$ cat src/rtl/bit32_pip_skid.sv
// bit32_pip_skid: elastic two-entry pipeline register (main + skid) for a
// MIPS32 inter-stage boundary. It stands in for a plain enable register where
// the downstream stage can stall.
//
// Ports:
//   che        clock, rising edge
//   rst        asynchronous reset, active low
//   flush      synchronous squash; invalidates every held entry
//   in_valid   upstream offers in_data
//   in_ready   block can accept (registered, no path from out_ready)
//   in_data    upstream payload, W bits
//   out_valid  out_data holds a valid entry
//   out_ready  downstream takes out_data this cycle
//   out_data   oldest held entry, driven straight from the main register
//   stall_cnt  16-bit saturating stall counter (only with PIP_STALL_CNT_EN)
//
// Optional feature: define PIP_STALL_CNT_EN to add the stall_cnt output.

module bit32_pip_skid #(
  parameter int unsigned W = 32
) (
  input  logic         che,
  input  logic         rst,
  input  logic         flush,
  input  logic         in_valid,
  output logic         in_ready,
  input  logic [W-1:0] in_data,
  output logic         out_valid,
  input  logic         out_ready,
`ifdef PIP_STALL_CNT_EN
  output logic [W-1:0] out_data,
  output logic [15:0]  stall_cnt
`else
  output logic [W-1:0] out_data
`endif
);

  typedef enum logic [1:0] {
    StEmpty = 2'd0,
    StOne   = 2'd1,
    StFull  = 2'd2
  } state_e;

  state_e       state_q, state_d;
  logic [W-1:0] main_q, main_d;
  logic [W-1:0] skid_q, skid_d;
  logic         in_ready_q, in_ready_d;
  logic         accept;
  logic         fire;

  // Accept is qualified by the registered ready, so FULL can never accept.
  assign accept = in_valid && in_ready_q;
  assign fire   = out_valid && out_ready;

  always_comb begin
    state_d = state_q;
    main_d  = main_q;
    skid_d  = skid_q;
    if (flush) begin
      // Entries are invalidated, not cleared; offered data is dropped.
      state_d = StEmpty;
    end else begin
      unique case (state_q)
        StEmpty: begin
          if (accept) begin
            state_d = StOne;
            main_d  = in_data;
          end
        end
        StOne: begin
          if (accept && fire) begin
            main_d = in_data;
          end else if (accept) begin
            state_d = StFull;
            skid_d  = in_data;
          end else if (fire) begin
            state_d = StEmpty;
          end
        end
        StFull: begin
          if (fire) begin
            state_d = StOne;
            main_d  = skid_q;
          end
        end
        default: state_d = StEmpty;
      endcase
    end
    in_ready_d = (state_d != StFull);
  end

  always_ff @(posedge che or negedge rst) begin
    if (!rst) begin
      state_q    <= StEmpty;
      main_q     <= '0;
      skid_q     <= '0;
      in_ready_q <= 1'b0;
    end else begin
      state_q    <= state_d;
      main_q     <= main_d;
      skid_q     <= skid_d;
      in_ready_q <= in_ready_d;
    end
  end

  assign out_valid = (state_q != StEmpty);
  assign out_data  = main_q;
  assign in_ready  = in_ready_q;

`ifdef PIP_STALL_CNT_EN
  logic [15:0] stall_cnt_q;

  always_ff @(posedge che or negedge rst) begin
    if (!rst) begin
      stall_cnt_q <= '0;
    end else if (flush) begin
      stall_cnt_q <= '0;
    end else if (out_valid && !out_ready && (stall_cnt_q != 16'hFFFF)) begin
      stall_cnt_q <= stall_cnt_q + 16'd1;
    end
  end

  assign stall_cnt = stall_cnt_q;
`endif

endmodule

$ cat config.mk
export PLATFORM = sky130hd
export DESIGN_NAME = bit32_pip_skid
export DESIGN_NICKNAME = d
export VERILOG_FILES = /design/src/rtl/bit32_pip_skid.sv
export SDC_FILE = /design/constraint.sdc
export NUM_CORES = 1
export LEC_CHECK = 0
export BUFFER_PORTS_ARGS = -buffer_cell sky130_fd_sc_hd__buf_4
export CAP_MARGIN = 40
export CORE_ASPECT_RATIO = 0.8
export CORE_MARGIN = 5
export CORE_UTILIZATION = 45
export CTS_CLUSTER_SIZE = 8
export DETAILED_ROUTE_END_ITERATION = 12
export GPL_ROUTABILITY_DRIVEN = 0
export PLACE_DENSITY = 0.79
export SYNTH_ARGS = -nofsm -noshare
export SYNTH_HDL_FRONTEND = slang
export SYNTH_SLANG_ARGS = --single-unit
$ cat constraint.sdc
create_clock -name che -period 2.3 [get_ports che]
set_input_delay 0.46 -clock che [delete_from_list [all_inputs] [get_ports che]]
set_output_delay 0.46 -clock che [all_outputs]
set_load 0.01 [all_outputs]
==> summary by stage, run 1 <==
STA
Setup repair after global routing left no endpoint under its margin. The relative slew slack is 0.4408. The share of the clock period used by the worst path after layout is 0.8279. The hold slack is 223.3 ps.

The transition time of the tightest slew-check pin is 838.8 ps. Between clock sinks in the finished design, the worst skew comes to 4.537 ps. The number of hold violations in the final report is 0. The number of endpoints failing setup at the final stage is 0. The final count of pins violating max slew is 0. Summed over all failing endpoints, the final setup total negative slack is 0 ps. The smallest clock period supported by the final layout is computed as 1904 ps. The worst setup slack after layout is 395.7 ps.

The achievable frequency is 525.1 MHz.

Synthesis
The post-synthesis instance total is 225. Averaged over all synthesized cells, the footprint is 13.24 um2. The share of synthesized area occupied by flip-flops and latches is 0.5628. The count of unique library cells instantiated by Yosys is 23. Synthesis inferred 67 register bits. The largest area contributor in the netlist is dfrtp_1.

The cell area after synthesis is 2979 um2. The post-synth net total is 262. The fraction of post-synthesis cell area in the top cell type by area is 0.5628. Yosys attributes the largest share of cell area to dfrtp_1, mux2_4, mux2i_1, o21ai_0, nand2_1. For this run, the number of Yosys warnings is 0.

Global routing
The maximum number of pins on one net before global-route repair is 68. The number of global-route vias before repair was 1,973. The first global-routing pass estimated 9515 um of wire. The number of antenna violations at the first check in global routing is 0. The overall overflow remaining after global route is 0. For this run, the total global-route usage over all layers was measured as 0.1483.

Power and ir drop
Summed over all cells, the static leakage comes to 1.817 nW. The peak ir drop on the vdd network is 0.0004376 V. The areal power density over the cells is 859.6 nW/um2.

Final layout
Leaving out fill and tap cells, the most frequent cell in the layout is buf_4. Of the cells placed in the final design, the portion with a size suffix greater than 1 is 0.4238. The count of nets after finishing is 334. The area growth from synthesis to layout is 24.23%. The total of fill cells in the finished design is 537.

The repair_antennas step left the layout with diodes totalling 0. The top cell types in the final layout, fill and taps aside, are buf_4, dfrtp_1, nand2_1.

Clock network
The clock reaches the later pin of the worst-skew pair after 330 ps. The maximum count of clock buffers along a single path is 2. After clock tree synthesis, the repair step resized 0 gates. The CTS sink count is 67. TritonCTS built the clock tree. The number of buffers added to fix hold violations after cts is 0. The root buffer cell chosen for the clock tree is clkbuf_8. The register clock-pin slew on the reported worst setup and hold paths is 70 ps. Buffers added to address setup during post-CTS repair amount to 0. The number of clock buffers added by TritonCTS is 9. The H-tree was split into 3 levels.

Critical path
The number of cells on the worst reg-to-reg path is 4. The element type at the critical path end is a flop. The startpoint identified for the worst register-to-register timing path is state_q[0]$_DFF_PN0_.

The arrival time at the worst endpoint is 2130 ps. The data required time of the worst path is 2520 ps. The startpoint kind of the worst setup timing path is a flop. The kind of critical path is reg -> reg.

The largest fanout of any net on the critical path is 17. The reg2reg setup slack is 400 ps. The capture instance of the worst register-to-register path is skid_q[17]$_DFFE_PN0P_.

Detailed routing
The routed wire length is 5735 um. The detail route stage leaves a number of antenna-violating nets equal to 0. The via count normalized by instance count is 4.946. The average routed wire per standard cell is 14.86 um. After detailed routing, the number of remaining DRC violations is 0. The first detailed-routing pass ran for 4 iterations. For this block, the via count after detailed routing is 1,909. The violation count after the first detailed-route iteration is 43.

Placement
Detailed placement ended at an HPWL of 3952 um. The worst setup timing slack at the placement stage is 253.5 ps. The number of port buffers is 70.

Flow run
The count of maximum capacitance violations is 0.

Worst hold path
The type of the worst min-delay path is in -> async.

Die
In this run the core area contains 26 standard-cell rows. The die is 82.78 um tall. The floorplan die area is 8358 um2. The region available for standard cell placement spans 6409 um2. Pin placement for this block handled 71 I/O pins.

The initial utilization of the core area, before any placement, comes to 0.4649. The die is 101.0 um wide.

Run status
The run finished with clean final reports.
==> where the power goes <==
| part | switching, W | internal (W) | total, W |
|---|---|---|---|
| Clock | 0.000435 | 0.000381 | 0.000817 |
| Combinational | 0.000275 | 0.000464 | 0.000739 |
| Sequential | 0.000162 | 0.00146 | 0.00163 |
==> metal layers <==
| metal | vias to the layer above | part of all wire | global-route usage |
|---|---|---|---|
| met5 | - | 0 | 0 |
| li1 | 917 | - | - |
| met3 | 6 | 0.072 | 0.07435 |
| met1 | 936 | 0.47 | 0.1905 |
| met2 | 50 | 0.45 | 0.2273 |
| met4 | 0 | 0.0061 | 0.03187 |
==> area by class of cell <==
cell class,instances,area [um2],area share
multi-input cells,142,1185,0.3201
repair buffers,76,570.5,0.1542
clock inverters,6,32.53,0.008790
clock buffers,10,127.6,0.03448
well taps,84,105.1,0.02840
inverters,1,3.754,0.001014
flip-flops and latches,67,1677,0.4530
==> state kept, by name, indices dropped and copies added (netlist names) <==
| signal | flops |
|---|---|
| in_ready | 1 |
| out_data | 32 |
| skid_q | 32 |
| state_q | 2 |
==> cell families (layout without fill, tap and decap cells) <==
logic type	Yosys count	count (layout)	share of synthesized area
buffers and inverters	16	93	0.04032
DFF	67	67	0.5628
muxes	65	65	0.2684
AOI/OAI and AO/OA	36	36	0.06594
and+or+nand+nor	41	41	0.06258
==> worst max-delay path, cell delays in order, from the launching register on <==
cell and delay [ps]:
dfrtp_1 410, nor2b_4 180, or4b_2 600, buf_4 260
mux2_4 330
==> how the worst max path moves through the flow <==
stage	from	end	slack, ps	cells after the start
floorplan	in_valid	skid_q[10]$_DFFE_PN0P_	530	5
global placement	out_ready	skid_q[16]$_DFFE_PN0P_	290	5
detailed placement	out_ready	skid_q[7]$_DFFE_PN0P_	250	5
CTS	state_q[0]$_DFF_PN0_	skid_q[11]$_DFFE_PN0P_	400	4
global route	state_q[0]$_DFF_PN0_	skid_q[7]$_DFFE_PN0P_	320	4
finish	state_q[0]$_DFF_PN0_	skid_q[17]$_DFFE_PN0P_	400	4
==> cells in the mapped netlist, drive strengths merged <==
library cell   n
and2b          1
buf            7
clkbuf         8
dfrtp         67
inv            1
mux2          32
mux2i         33
nand2         34
nand2b         1
nand4bb        1
nor2           1
nor2b          1
o21a           1
o21ai         32
o22a           1
o31a           1
o41a           1
or2            1
or4b           1
==> through the flow <==
stage	util	cell area, um2	instances	total power, W
floorplan	-	2979	225	0.002052
global placement	0.5525	3541	370	0.002361
detailed placement	0.5525	3541	370	0.002395
CTS	0.5775	3701	386	0.003234
global route	0.5775	3701	386	0.003380
finish	0.5775	3701	386	0.003182
Power figures use the tool's default switching activity.
==> run 2: changes to the inputs <==
--- a/config.mk
+++ b/config.mk
@@ -13,7 +13,7 @@
 export CTS_CLUSTER_SIZE = 8
 export DETAILED_ROUTE_END_ITERATION = 12
 export GPL_ROUTABILITY_DRIVEN = 0
-export PLACE_DENSITY = 0.79
+export PLACE_DENSITY = 0.82
 export SYNTH_ARGS = -nofsm -noshare
 export SYNTH_HDL_FRONTEND = slang
 export SYNTH_SLANG_ARGS = --single-unit
==> constraint.sdc (replaced) <==
create_clock -name che -period 1.7 [get_ports che]
set_input_delay 0.34 -clock che [delete_from_list [all_inputs] [get_ports che]]
set_output_delay 0.34 -clock che [all_outputs]
set_load 0.01 [all_outputs]
==> summary by stage, run 2 (synthesis results as in run 1) <==
Die
The area of the core is 6409 um2 (unchanged). The site row count is 26 (unchanged). The floorplan die area was 8358 um2 (unchanged). The I/O pin count is 71 (unchanged). The starting utilization of the core area is 0.4649 (unchanged). The floorplan die height is 82.78 um (unchanged).

The horizontal die dimension was 101.0 um (unchanged).

Detailed routing
The violation count after the first detailed-route iteration is 35 (-19%). The average routed wire per standard cell came to 15.13 um (+1.8%). The total number of vias is 1,933 (+1.3%).

The first-pass iteration count of the detailed router is 4 (unchanged). The routed wire length is 6006 um (+4.7%). The number of remaining DRC errors is 0 (unchanged). The met1 routed wirelength after detailed routing is 2857 um (+6.5%). The highest metal layer carrying signal wires in the routed design is met4.

The via count normalized by instance count was 4.869 (-1.5%). The antenna violation net count after detailed routing came to 0 (unchanged). The met2 wire length is 2697 um (+3.5%). The met3 layer wire length in the routed design is 406 um (-1.5%).

Placement
The worst setup timing slack at the placement stage is -186.5 ps (-440.0 ps). The post-detailed-placement half-perimeter wirelength is 4086 um (+3.4%). The total placed cells including tap cells is 377 (+1.9%).

The number of port buffers came to 70 (unchanged).

Flow run
The count of maximum capacitance violations is 0 (unchanged).

Critical path
The element type at the critical path end is a flop. STA classifies the critical path startpoint as a flop. The data required time of the worst path is 1920 ps (-600 ps).

The cell family contributing the most delay on the critical path is simple AND/OR/NAND/NOR gates. Traced cell by cell, the critical path runs through nor2b_4 > or4b_4 > buf_12 > mux2_4. The critical path is of the reg -> reg type. The highest-delay cell along the critical path is or4b_4.

The arrival time at the worst endpoint is 1890 ps (-240 ps). The largest fanout of any net on the critical path came to 17 (unchanged). The buffering stage count on the worst path with inverters included is 1 (unchanged). The largest stage delay on the critical path is 530 ps (-70 ps).

STA
The hold slack is 232.9 ps (+9.595 ps). The worst-case clock skew is 10.81 ps (+6.272 ps). Setup repair after global routing could not meet its margin everywhere. The final count of pins violating max slew came to 0 (unchanged). The time the worst path needs with I/O delays and setup is 1671 ps (-233.6 ps). The achievable frequency is 598.6 MHz (+14%).

The transition time of the tightest slew-check pin is 430.0 ps (-408.8 ps). The sum of negative setup slack is 0 ps (unchanged). The worst setup slack after layout is 29.36 ps (-366.4 ps). The share of the clock period used by the worst path after layout is 0.9827 (+0.1548). The number of endpoints failing setup at the final stage is 0 (unchanged).

The relative slew slack is 0.7134 (+0.2726). The number of hold violations in the final report came to 0 (unchanged).

Global routing
The wire length of the first global-routing pass is 10,130 um (+6.5%). The number of global-route vias before repair is 2,101 (+6.5%). The number of antenna violations at the first check in global routing is 0 (unchanged). The all-layer global routing usage was 0.1584 (+0.01018). The maximum number of pins on one net before global-route repair is 37 (-46%). The overall overflow remaining after global route is 0 (unchanged).

Final layout
The number of inserted diodes is 0 (unchanged). The fraction of final layout cells sized beyond drive strength 1 came to 0.4473 (+0.02344). The filler-free cell count of the finished design is 397 (+2.8%). The commonest non-fill, non-tap cell in the layout is buf_4. The synthesis-to-layout area growth is 32.42%.

The total of fill cells in the finished design is 514 (-4.3%). The count of nets after finishing came to 345 (+3.3%). The top cell types in the final layout, fill and taps aside, are buf_4, dfrtp_1, nand2_1, mux2i_1, o21ai_0.

Clock network
The deepest level of the CTS H-tree came to 3 (unchanged). The maximum count of clock buffers along a single path was 2 (unchanged). The register clock-pin slew on the reported worst setup and hold paths is 80 ps (about the same). The number of CTS-inserted buffers is 9 (unchanged). The tree is rooted in a clkbuf_8.

TritonCTS built the clock tree. The insertion delay to the later sink of the worst-skew pair came to 340 ps (about the same). The CTS sink count is 67 (unchanged).

Worst hold path
The tightest min-delay check is of the in -> reg type.

Power and ir drop
The peak ir drop on the vdd network came to 0.0006023 V (+38%). The total leakage power is 1.931 nW (+6.3%). The areal power density over the cells came to 1200 nW/um2 (+40%).

Run status
The run finished with clean final reports.
==> run 2: per-layer routing <==
metal	track usage	up-vias
li1	-	946
met1	0.2083	923
met2	0.2523	56
met3	0.06015	8
met4	0.03453	0
met5	0	-
==> run 2: repair_timing <==
item | 4_1_cts | 5_1_grt
hold buffers | 1 | 0
buffers inserted | 0 | 2
endpoints found under the setup margin | 32 | 3
hold endpoints to repair | 31 | 0
resized for setup | 2 | 1
cloned | 1 | 0
==> run 2: where the power goes <==
group	switching (W)	internal, W	total, W
registers	0.000229	0.00198	0.00221
clock network	0.000615	0.000865	0.00148
logic	0.000382	0.000662	0.00104
total	0.00123	0.00351	0.00473
==> run 2: metrics by stage <==
step                      power, W    util  area (um2)
after CTS                 0.004796  0.6127        3926
final                     0.004734  0.6156        3945
after detailed placement  0.003280  0.5709        3659
after global placement    0.003223  0.5709        3659
after floorplan           0.002777       -        2982
after global routing      0.005007  0.6156        3945
==> run 2: final timing paths <==
path                            slack [ps]  depth (start not counted)                       end                     start
max in group asynchronous              680                          3     skid_q[8]$_DFFE_PN0P_                       rst
min in group asynchronous              490                          2   out_data[4]$_DFFE_PN0P_                       rst
worst max register to register          30                          4    skid_q[20]$_DFFE_PN0P_      state_q[0]$_DFF_PN0_
worst min-delay path                   230                          2    skid_q[13]$_DFFE_PN0P_               in_data[13]
worst max-delay path                    30                          4    skid_q[20]$_DFFE_PN0P_      state_q[0]$_DFF_PN0_
worst min register to register         480                          2  out_data[20]$_DFFE_PN0P_  out_data[20]$_DFFE_PN0P_
==> run 2: layout make-up <==
cell class	instances	area (um2)	area share
clock inverters	6	88.84	0.02252
flip-flops and latches	67	1677	0.4250
multi-input cells	142	1191	0.3019
clock buffers	10	137.6	0.03489
repair buffers	87	742.0	0.1881
well taps	84	105.1	0.02664
inverters	1	3.754	0.0009515
==> run 3: changes to the inputs <==
--- a/config.mk
+++ b/config.mk
@@ -13,7 +13,7 @@
 export CTS_CLUSTER_SIZE = 8
 export DETAILED_ROUTE_END_ITERATION = 12
 export GPL_ROUTABILITY_DRIVEN = 0
-export PLACE_DENSITY = 0.82
+export PLACE_DENSITY_LB_ADDON = 0.25
 export SYNTH_ARGS = -nofsm -noshare
 export SYNTH_HDL_FRONTEND = slang
 export SYNTH_SLANG_ARGS = --single-unit
==> summary by stage, run 3 (synthesis results as in run 1) <==
Critical path
The data required time of the worst path is 1920 ps (about the same). Walking the worst path, the cells encountered are nor2b_4 > or4b_4 > buf_6 > mux2_4. The largest stage delay on the critical path is 540 ps (about the same). The startpoint of the most critical setup path is state_q[0]$_DFF_PN0_. The arrival time at the worst endpoint is 1890 ps (about the same). The element type at the critical path end is a flop.

The kind of critical path is reg -> reg. The reg-to-reg startpoint is state_q[0]$_DFF_PN0_. The startpoint kind of the worst setup timing path is a flop. The highest-delay cell along the critical path is or4b_4. The largest fanout of any net on the critical path is 12 (-5).

STA
Setup repair after global routing left no endpoint under its margin. The number of hold violations in the final report is 0 (unchanged). The time the worst path needs with I/O delays and setup is 1671 ps (-0.04580 ps).

The share of the clock period used by the worst path after layout is 0.9827 (about the same). The worst-case clock skew came to 3.558 ps (-7.250 ps). The number of endpoints failing setup at the final stage is 0 (unchanged). The worst setup slack after layout is 29.40 ps (+0.04580 ps). The final count of pins violating max slew was 0 (unchanged). The hold slack is 244.8 ps (+11.96 ps).

The relative slew slack is 0.6634 (-0.04996). The achievable frequency is 598.6 MHz (about the same). The transition time of the tightest slew-check pin is 504.9 ps (+74.95 ps).

Power and ir drop
The areal power density over the cells is 1186 nW/um2 (-1.1%). The overall power is 0.004630 W (-2.2%). The total leakage power came to 1.909 nW (-1.1%).

The peak ir drop on the vdd network is 0.0005863 V (-2.7%).

Final layout
The synthesis-to-layout area growth is 31.04%. The fraction of final layout cells sized beyond drive strength 1 is 0.4373 (-0.009985). The post-layout instance area is 3904 um2 (-1.0%).

The register area is 1677 um2 (unchanged). The filler-free cell count of the finished design is 395 (-0.50%). The commonest non-fill, non-tap cell in the layout is buf_4. The area of combinational cells with multiple inputs is 1191 um2 (unchanged). The number of inserted diodes is 0 (unchanged). The library cells used most frequently in the layout, excluding fill and tap cells, are buf_4, dfrtp_1, nand2_1, mux2i_1, o21ai_0. The count of nets after finishing came to 343 (-0.58%). The total of fill cells in the finished design came to 556 (+8.2%).

Placement
The worst setup timing slack at the placement stage is -199.0 ps (-12.47 ps). The cell area after placement came to 3646 um2 (-0.34%). The number of port buffers is 70 (unchanged). The total placed cells including tap cells is 377 (unchanged). The post-detailed-placement half-perimeter wirelength is 3979 um (-2.6%).

Global routing
The number of antenna violations at the first check in global routing is 0 (unchanged). The all-layer global routing usage is 0.1581 (-0.0003736). The overall overflow remaining after global route came to 0 (unchanged).

The wire length of the first global-routing pass is 10,040 um (-0.89%). The number of global-route vias before repair is 2,028 (-3.5%). The maximum number of pins on one net before global-route repair is 55 (+49%).

Detailed routing
The antenna violation net count after detailed routing came to 0 (unchanged). The violation count after the first detailed-route iteration is 33 (-5.7%). The total number of vias is 1,899 (-1.8%). The routed wire length is 5999 um (-0.12%). The via count normalized by instance count is 4.808 (-1.3%). The number of remaining DRC errors was 0 (unchanged). The average routed wire per standard cell is 15.19 um (+0.39%). The first-pass iteration count of the detailed router is 4 (unchanged).

Worst hold path
The type of the worst min-delay path is in -> reg. The origin of the worst min-delay path is in_data[6].

Run status
The flow ran to the end, and the final reports show no timing, DRC or antenna violations.

Die
The starting utilization of the core area came to 0.4649 (unchanged). The floorplan die area is 8358 um2 (unchanged). The floorplan die height is 82.78 um (unchanged). The site row count came to 26 (unchanged). The horizontal die dimension came to 101.0 um (unchanged). The area of the core is 6409 um2 (unchanged). The I/O pin count was 71 (unchanged).

Clock network
The CTS tree is built. The CTS sink count is 67 (unchanged). The maximum count of clock buffers along a single path came to 2 (unchanged). The clock tree root buffer cell is clkbuf_8.

The number of CTS-inserted buffers is 9 (unchanged). The deepest level of the CTS H-tree was 3 (unchanged). The register clock-pin slew on the reported worst setup and hold paths is 70 ps (about the same). The insertion delay to the later sink of the worst-skew pair came to 330 ps (about the same).

Flow run
The count of maximum capacitance violations was 0 (unchanged).
-- run 3: routing by layer --
metal	wire length, um	vias up	GRT usage
li1	-	941	-
met1	2911	899	0.2165
met2	2584	51	0.2332
met3	434	8	0.06182
met4	68	0	0.04781
met5	0	-	0
-- run 3: cell type report --
class | instances | area share
Multi-Input combinational cell | 142 | 0.3051
Tap cell | 84 | 0.02692
Clock buffer | 11 | 0.03365
Timing Repair Buffer | 85 | 0.1840
Sequential cell | 67 | 0.4295
Clock inverter | 5 | 0.01987
Inverter | 1 | 0.0009615
-- run 3: worst paths after layout --
| check | to | slack [ps] | depth (start not counted) |
|---|---|---|---|
| max reg2reg | skid_q[8]$_DFFE_PN0P_ | 30 | 4 |
| min | skid_q[6]$_DFFE_PN0P_ | 240 | 2 |
| max in group asynchronous | state_q[1]$_DFF_PN0_ | 640 | 3 |
| min in group asynchronous | out_data[20]$_DFFE_PN0P_ | 520 | 2 |
| max | skid_q[8]$_DFFE_PN0P_ | 30 | 4 |
| min reg2reg | out_data[18]$_DFFE_PN0P_ | 480 | 2 |
-- run 3: what timing repair did --
item                       CTS  global route
hold endpoints to repair    37             0
hold buffers                 1             0
cloned                       1             0
gates resized for setup      3             2
setup endpoints to repair   32             2
buffers inserted             0             0
-- run 3: critical path, delay by kind of cell (launching register included) --
family,cells,cell delay (ps)
and+or+nand+nor,2,690
DFF,1,360
muxes,1,300
buffers and inverters,1,200
-- run 3: power by group --
part	switching, W	total, W	leakage, nW	internal (W)
Clock	0.000569	0.00139	0.103	0.000822
Combinational	0.000385	0.00104	0.980	0.000656
Sequential	0.000217	0.00220	0.826	0.00198
Total	0.00117	0.00463	1.91	0.00346
-- run 3: stage by stage --
step	TNS, ps	utilization
floorplan	0	-
detailed placement	-5446	0.5689
global route	0	0.6091
finish	0	0.6091
global placement	-5207	0.5689
CTS	0	0.6086
